File: src/rtl/hwag_ch_sched.sv
// hwag_ch_sched -- angle-domain channel scheduler.
//
// Drives CH_NUM outputs that switch on at a programmable set angle and off at
// a programmable reset angle of the running crank angle. One crossing
// comparator is shared round-robin across the channels. Angles are written to
// pending registers and copied to the active set at the angle wrap (or at any
// time while the angle generator is stopped), so timing can be changed on the
// fly without glitches.
//
// Ports:
//   clk, rst         single clock, synchronous active-high reset
//   hwag_start       angle valid; low stops scheduling and clears outputs
//   acnt             current angle, 0..ANGLE_TOP
//   wr_ena/addr/data pending register write, addr = {channel, sel}
//                    (sel 0 = set angle, 1 = reset angle)
//   wr_err           one-cycle pulse, write dropped because data > ANGLE_TOP
//   upd_req          request a commit of pending to active registers
//   upd_pend         commit requested but not yet applied
//   ch_out           channel outputs
//
// Optional feature macro HWAG_SCHED_FORCE_EN: adds force_ena/force_val ports
// that override ch_out per channel after the output register.

module hwag_ch_sched #(
  parameter int unsigned CH_NUM      = 4,
  parameter int unsigned ANGLE_WIDTH = 24,
  parameter int unsigned ANGLE_TOP   = 7679
) (
  input  logic                      clk,
  input  logic                      rst,
  input  logic                      hwag_start,
  input  logic [ANGLE_WIDTH-1:0]    acnt,
  input  logic                      wr_ena,
  input  logic [$clog2(CH_NUM):0]   wr_addr,
  input  logic [ANGLE_WIDTH-1:0]    wr_data,
  output logic                      wr_err,
  input  logic                      upd_req,
  output logic                      upd_pend,
`ifdef HWAG_SCHED_FORCE_EN
  input  logic [CH_NUM-1:0]         force_ena,
  input  logic [CH_NUM-1:0]         force_val,
`endif
  output logic [CH_NUM-1:0]         ch_out
);

  localparam int unsigned SW = $clog2(CH_NUM);
  localparam logic [ANGLE_WIDTH-1:0] TOP       = ANGLE_WIDTH'(ANGLE_TOP);
  localparam logic [SW-1:0]          SIDX_LAST = SW'(CH_NUM - 1);

  typedef logic [ANGLE_WIDTH-1:0] angle_t;

  angle_t            acnt_q, acnt_d;
  angle_t            acnt_prev_q, acnt_prev_d;
  logic [SW-1:0]     sidx_q, sidx_d;
  angle_t            pend_set_q [CH_NUM];
  angle_t            pend_set_d [CH_NUM];
  angle_t            pend_rst_q [CH_NUM];
  angle_t            pend_rst_d [CH_NUM];
  angle_t            act_set_q  [CH_NUM];
  angle_t            act_set_d  [CH_NUM];
  angle_t            act_rst_q  [CH_NUM];
  angle_t            act_rst_d  [CH_NUM];
  angle_t            last_q     [CH_NUM];
  angle_t            last_d     [CH_NUM];
  logic [CH_NUM-1:0] ch_q, ch_d;
  logic              upd_pend_q, upd_pend_d;
  logic              wr_err_q, wr_err_d;

  logic              wrap;
  logic              commit;
  logic [SW-1:0]     wr_ch;
  logic              wr_sel;
  logic              wr_ch_ok;
  logic              set_x;
  logic              rst_x;

  // Window crossing: angle a lies in (last, cur], with the window wrapping
  // through zero when cur < last. An unchanged angle crosses nothing.
  function automatic logic crossed(input angle_t a, input angle_t last,
                                   input angle_t cur);
    if (cur > last) begin
      return (a > last) && (a <= cur);
    end else if (cur < last) begin
      return (a > last) || (a <= cur);
    end else begin
      return 1'b0;
    end
  endfunction

  assign wr_ch    = wr_addr[SW:1];
  assign wr_sel   = wr_addr[0];
  assign wr_ch_ok = ({1'b0, wr_ch} < (SW+1)'(CH_NUM));

  always_comb begin
    acnt_d      = acnt;
    acnt_prev_d = acnt_q;
    pend_set_d  = pend_set_q;
    pend_rst_d  = pend_rst_q;
    act_set_d   = act_set_q;
    act_rst_d   = act_rst_q;
    last_d      = last_q;
    ch_d        = ch_q;
    wr_err_d    = 1'b0;
    set_x       = 1'b0;
    rst_x       = 1'b0;

    // Scan index
    if (!hwag_start) begin
      sidx_d = '0;
    end else if (sidx_q == SIDX_LAST) begin
      sidx_d = '0;
    end else begin
      sidx_d = sidx_q + SW'(1);
    end

    // Pending register writes
    if (wr_ena) begin
      if (wr_data > TOP) begin
        wr_err_d = 1'b1;
      end else if (wr_ch_ok) begin
        for (int unsigned i = 0; i < CH_NUM; i++) begin
          if (wr_ch == SW'(i)) begin
            if (wr_sel) begin
              pend_rst_d[i] = wr_data;
            end else begin
              pend_set_d[i] = wr_data;
            end
          end
        end
      end
    end

    // Commit uses the post-write pending values so a write in the commit
    // cycle is included; an upd_req in that cycle re-arms upd_pend.
    wrap   = (acnt_q < acnt_prev_q);
    commit = (upd_pend_q | upd_req) & (wrap | ~hwag_start);
    if (commit) begin
      act_set_d = pend_set_d;
      act_rst_d = pend_rst_d;
    end
    upd_pend_d = commit ? upd_req : (upd_pend_q | upd_req);

    // Evaluate / update stage
    if (!hwag_start) begin
      ch_d = '0;
      for (int unsigned i = 0; i < CH_NUM; i++) begin
        last_d[i] = acnt_q;
      end
    end else begin
      for (int unsigned i = 0; i < CH_NUM; i++) begin
        if (sidx_q == SW'(i)) begin
          set_x = crossed(act_set_q[i], last_q[i], acnt_q);
          rst_x = crossed(act_rst_q[i], last_q[i], acnt_q);
          if (rst_x) begin
            ch_d[i] = 1'b0;
          end else if (set_x) begin
            ch_d[i] = 1'b1;
          end
          last_d[i] = acnt_q;
        end
      end
    end

    // set == reset disables the channel
    for (int unsigned i = 0; i < CH_NUM; i++) begin
      if (act_set_q[i] == act_rst_q[i]) begin
        ch_d[i] = 1'b0;
      end
    end
  end

  always_ff @(posedge clk) begin
    if (rst) begin
      acnt_q      <= '0;
      acnt_prev_q <= '0;
      sidx_q      <= '0;
      ch_q        <= '0;
      upd_pend_q  <= 1'b0;
      wr_err_q    <= 1'b0;
      for (int unsigned i = 0; i < CH_NUM; i++) begin
        pend_set_q[i] <= '0;
        pend_rst_q[i] <= '0;
        act_set_q[i]  <= '0;
        act_rst_q[i]  <= '0;
        last_q[i]     <= '0;
      end
    end else begin
      acnt_q      <= acnt_d;
      acnt_prev_q <= acnt_prev_d;
      sidx_q      <= sidx_d;
      ch_q        <= ch_d;
      upd_pend_q  <= upd_pend_d;
      wr_err_q    <= wr_err_d;
      pend_set_q  <= pend_set_d;
      pend_rst_q  <= pend_rst_d;
      act_set_q   <= act_set_d;
      act_rst_q   <= act_rst_d;
      last_q      <= last_d;
    end
  end

  assign wr_err   = wr_err_q;
  assign upd_pend = upd_pend_q;

`ifdef HWAG_SCHED_FORCE_EN
  // Override sits after the register so it also works while stopped; the
  // scheduled state in ch_q keeps running underneath.
  assign ch_out = (force_ena & force_val) | (~force_ena & ch_q);
`else
  assign ch_out = ch_q;
`endif

endmodule

File: config.mk
export PLATFORM = sky130hd
export DESIGN_NAME = hwag_ch_sched
export DESIGN_NICKNAME = d
export VERILOG_FILES = /design/src/rtl/hwag_ch_sched.sv
export SDC_FILE = /design/constraint.sdc
export NUM_CORES = 2
export LEC_CHECK = 0
export CORE_UTILIZATION = 25
export CTS_CLUSTER_DIAMETER = 40
export CTS_CLUSTER_SIZE = 8
export DETAILED_ROUTE_END_ITERATION = 16
export GPL_TIMING_DRIVEN = 0
export SYNTH_ARGS = -nofsm -noshare
export SYNTH_HDL_FRONTEND = slang
export SYNTH_SLANG_ARGS = --single-unit
File: constraint.sdc
create_clock -name clk -period 3.17 [get_ports clk]
set_input_delay 0.634 -clock clk [delete_from_list [all_inputs] [get_ports clk]]
set_output_delay 0.634 -clock clk [all_outputs]
set_load 0.005 [all_outputs]
After elaboration in Yosys (flattened, before gate mapping). Index checks and enable logic that the tools add are counted. Widths: inputs -> output; s select.

$add $sub $neg: 1. Magnitude comparators: 26. Eq/ne operators: 14. Multiplexer cells: 67. Bitwise logic cells: 5. Reduce and logical (&&, ||, !) cells: 32.

Operator list (number): $mux 24 (20); $mux 96 (5); $gt 24x24->1 (12); $le 24x24->1 (8); $lt 24x24->1 (5); $eq 24x24->1 (4); $mux 1 (42); $gt 24x13->1 const B (1); $reduce_or 3->1 (5); $eq 2x2->1 const B (4); $logic_and 1x1->1 (8); $logic_or 1x1->1 (8); $ne 2x1->1 const B (4); $reduce_and 2->1 (4); $reduce_bool 2->1 (4); $eq 2x1->1 const B (2); $logic_not 2->1 (2); $add 2x1->2 const B (1); $not 1->1 (2); $or 1x1->1 (2); $reduce_or 2->1 (1); $and 1x1->1 (1).

Register bits: 536. Logic and storage cells: 174.

Logic depth before layout (Yosys ltp).
Word-level depth: 8. Mapped depth: 13. Mapped depth without buffers: 10.

Worst setup path after synthesis. OpenSTA, ideal clock, no wires.

Kind: reg-to-reg. Start point: register acnt_q[17], in the netlist acnt_prev_d[17]. End point: register ch_q[1], in the netlist ch_out[1]. Arrival time: 2495 ps. Required time: 3112 ps. Slack: 617 ps. Stages on the path, launching flop included: 11. Buffers on the path: 0. Period minus slack after synthesis: 2553 ps. Cell sequence: dfxtp_1 > inv_1 > ha_1 > and4_1 > nand4_1 > a211oi_1 > or4_1 > o21ai_0 > a21oi_1 > and4b_1 > o221a_2.

Longest elaborated chain between the ends: 8. Elaborated cells between the ends (all ways): 19. Classes of those cells: order compare: 4; mux: 9; reduce/logical: 6.

RTL lines: from (decl) (RTL line 52) `angle_t acnt_q, acnt_d;`; from (signal assigned) (RTL line 188) `acnt_q <= acnt_d;`; $le 24x24->1 (RTL line 82, 84); $logic_or 1x1->1 (RTL line 84) `return (a > last) || (a <= cur);`; $mux 1 (RTL line 83) `end else if (cur < last) begin`; $mux 1 (RTL line 81) `if (cur > last) begin`; $mux 1 (RTL line 151) `if (sidx_q == SW'(i)) begin`; $mux 1 (RTL line 144) `if (!hwag_start) begin`; $reduce_bool 2->1 (no line); $reduce_and 2->1 (no line); to (signal assigned) (RTL line 191) `ch_q <= ch_d;`; to (decl) (RTL line 65) `logic [CH_NUM-1:0] ch_q, ch_d;`.

Parallel ways exist; a longest one is shown, timed or not. The select of a mux whose other input is x is not followed. A chain may end at the register's enable or synchronous reset.

Final worst setup path.
Start point: register acnt_q[6], in the netlist acnt_prev_d[6]. End point: register ch_q[2], in the netlist ch_out[2].

The elaborated chain is that of the path after synthesis.

==> qor.csv <==
stage,metric,value,unit
sta,timing.final.ws_setup,-0.00983,ns
logic_synthesis,syn_area_per_cell,8.53,um2
logic_synthesis,synthArstFlopShare,0,
logic_synthesis,ys_warn_count,0,
critical_path,cp_data_required_time,3.72,ns
final_layout,fillers,12600,
placement,hpwl,83600,um
global_route,grt_pass1_vias,26100,
flow_run,max-cap-violations,0,
global_route,grt_max_degree,14,
sta,fmax,314,MHz
final_layout,final_cell_mix,"nand2_1 (632), dfxtp_1 (512), ha_1 (507), a21oi_1 (469), inv_1 (140)",
floorplan,core_area,120000,um2
pwr,p_leak,15.4,nW
clock_network,clkTransAtPathRegs,0.05,ns
logic_synthesis,synth-edff-count,0,
clock_network,cts_sinks,536,
global_route,grt_overflow_total,0,
logic_synthesis,ys_types,61,
route,via_count,26900,
floorplan,die_area,122000,um2
route,ant_nets,0,
placement,portBuffers,47,
critical_path,worstSetupStartpointType,register,
pwr,pwr-share-comb,0.106,
clock_network,ctsHoldBuffers,0,
floorplan,dieWidth,349,um
logic_synthesis,synth_top_cell_by_area,dfxtp_1,
sta,finalSetupTns,-0.0104,ns
critical_path,path_max_fanout,9,
final_layout,layout-drive-gt1-share,0.0841,
route,route.detailed.drc,0,
route,routed_wl,108000,um
worst_hold_path,hp-class,in -> reg,
final_layout,syn_to_final_growth,19.8,%
pwr,intPower,0.0135,W
floorplan,ioPinCount,62,
sta,period_share,1.00,
route,drtPass1Iterations,6,
clock_network,clk_latency,0.65,ns
pwr,swShare,0.263,
logic_synthesis,seq_area_frac_synth,0.356,
final_layout,layout_commonest_cell,nand2_1,
critical_path,critPathArrivalTime,3.72,ns
logic_synthesis,ys.flop_type,dfxtp_1,
logic_synthesis,syn_nets,4099,
placement,gp_congestion,0.993,
global_route,grt_use_total,0.174,
critical_path,max_stage_delay,0.63,ns
floorplan,die_h,349,um
floorplan,initial_core_util,0.252,
clock_network,root_buffer,clkbuf_16,
clock_network,max-clock-path-buffers,3,
sta,final_max_slew_viol_count,0,
sta,finalCriticalPeriod,3.18,ns
logic_synthesis,synth-seq-cells,536,
sta,setup_viol,2,
clock_network,numCtsBuffers,92,
global_route,grt_pass1_wl,160000,um
placement,dp_cells,5195,
sta,hold_violations,0,
logic_synthesis,synthCells,3536,
critical_path,worstSetupPathType,reg -> reg,
sta,worst_pin_slew,1.39,ns
sta,maxSlewHeadroom,0.0728,
pwr,power_density,506,nW/um2
global_route,antenna_found_initial,3,
final_layout,fin_nets,4298,
sta,hold_ws,0.410,ns
pwr,peakVddDrop,361,uV
clock_network,cts_tree,done,
sta,rsz0062_at_grt,yes,
critical_path,slowest_stage,dfxtp_2,
critical_path,crit_chain,inv_1 -> ha_1 -> a21oi_1 -> a21boi_0 -> o311ai_0 -> o211ai_1 -> a211oi_1 -> o21ai_0 -> a221oi_1,
route,first_iter_violations,1984,
final_layout,multi_input_area,18100,um2
pwr,seqPwrFrac,0.383,
clock_network,h-tree-depth,3,
route,via_per_inst,4.99,
sta,clock_skew,0.0221,ns
final_layout,seq_area,10800,um2
logic_synthesis,synth_area_leaders,"dfxtp_1 (36%), ha_1 (21%), nand2_1 (7.9%)",
run_status,violations,negative setup slack,
pwr,clockPowerShare,0.511,
route,avgRoutedWirePerCell,20.0,um
logic_synthesis,synth_top_area_share,0.356,
pwr,p_switching,0.00481,W
logic_synthesis,syn_area,30200,um2
final_layout,fin_cells,5392,
run_status,status,"finished, violations left",
critical_path,critPathCaptureType,register,
floorplan,std_cell_rows,127,
-- cells in the mapped netlist, types with 3 or more instances --
master and count:
a2111oi_0 4, a211oi_1 14, a21boi_0 7, a21o_1 104, a21oi_1 469, a221o_1 8
a221oi_1 9, a22o_1 5, a31oi_1 7, and2_0 3, and2_1 92, and4_1 9
buf_1 9, buf_2 57, buf_4 3, buf_6 3, clkbuf_1 94, dfxtp_1 536
ha_1 507, inv_1 159, nand2_1 632, nand2b_1 10, nand3_1 132, nand3b_1 48
nand4_1 117, nand4b_1 3, nor2_1 79, nor2b_1 56, nor3_1 23, nor3b_1 49
nor4_1 29, o211ai_1 26, o21ai_0 54, o22a_1 24, o31ai_1 17, or2_2 6
or3_1 4, or4_1 5, xnor2_1 40, xor2_1 56
-- kinds of logic after synthesis --
logic type               after synthesis  synth area share
AND/OR/NAND/NOR                     1304             0.211
adder cells (fa/ha/maj)              507             0.210
flip-flops                           536             0.356
XOR/XNOR                              96            0.0279
AO/OA/AOI/OAI                        768             0.151
buffers and inverters                325            0.0439
-- final timing paths --
path / depth (start not counted) / slack [ns] / start / endpoint
setup / recovery: 9 / -0.01 / acnt_prev_d[6]$_SDFF_PP0_ / ch_out[2]$_SDFFE_PP0P_
hold / removal: 3 / 0.41 / wr_data[1] / pend_rst_q[49]$_SDFF_PP0_
setup reg to reg: 9 / -0.01 / acnt_prev_d[6]$_SDFF_PP0_ / ch_out[2]$_SDFFE_PP0P_
hold reg to reg: 2 / 0.45 / last_q[40]$_SDFFE_PP0P_ / last_q[40]$_SDFFE_PP0P_
-- critical path: cells and delay by family (launching register included) --
kind | cells | cell delay (ns)
adders and majority gates | 1 | 0.44
buffers and inverters | 1 | 0.43
DFF | 1 | 0.63
AOI/OAI and AO/OA | 7 | 1.59
-- flip-flops by register name, indices dropped and copies added (netlist names) --
register	flops
acnt_prev_d	24
ch_out	4
pend_set_q	96
last_q	96
sidx_q	2
acnt_prev_q	24
act_rst_q	96
wr_err	1
act_set_q	96
pend_rst_q	96
upd_pend	1
-- metrics by stage --
step                      utilization  total power [W]  area [um2]  setup slack (ns)
final                           0.302           0.0183       36100          -0.00983
after floorplan                     -          0.00819       30200             0.617
after CTS                       0.301           0.0183       36000          0.000736
after global placement          0.273          0.00890       32700            -0.752
after detailed placement        0.273          0.00894       32700            -0.678
after global routing            0.302           0.0189       36100           -0.0313
-- timing repair --
| action | in CTS | in global routing |
|---|---|---|
| setup endpoints to repair | 196 | 167 |
| endpoints found under the hold margin | 0 | 0 |
| resized for setup | 66 | 19 |
| pin swaps | 0 | 1 |
| setup buffers | 51 | 7 |
-- final cells by class --
cell class,instances,share of cell area
antenna,1,0.0000692
buffer,166,0.0208
clock buffer,111,0.0694
clock inverter,27,0.00872
inverter,159,0.0185
multi-input combinational,2675,0.502
sequential,536,0.299
tap,1612,0.0558
timing repair buffer,105,0.0258
-- layer usage --
layer / track usage / part of all wire
met5: 0 / 0
met4: 0.0830 / 0.051
met3: 0.0251 / 0.058
met2: 0.285 / 0.45
met1: 0.223 / 0.44
-- power by group through the flow --
stage / Sequential, W / Combinational (W) / Clock [W]
CTS: 0.00700 / 0.00189 / 0.00944
global route: 0.00700 / 0.00212 / 0.00973
global placement: 0.00712 / 0.00178 / 0
floorplan: 0.00704 / 0.00115 / 0
finish: 0.00700 / 0.00194 / 0.00935
detailed placement: 0.00712 / 0.00182 / 0
Power figures use the tool's default switching activity.
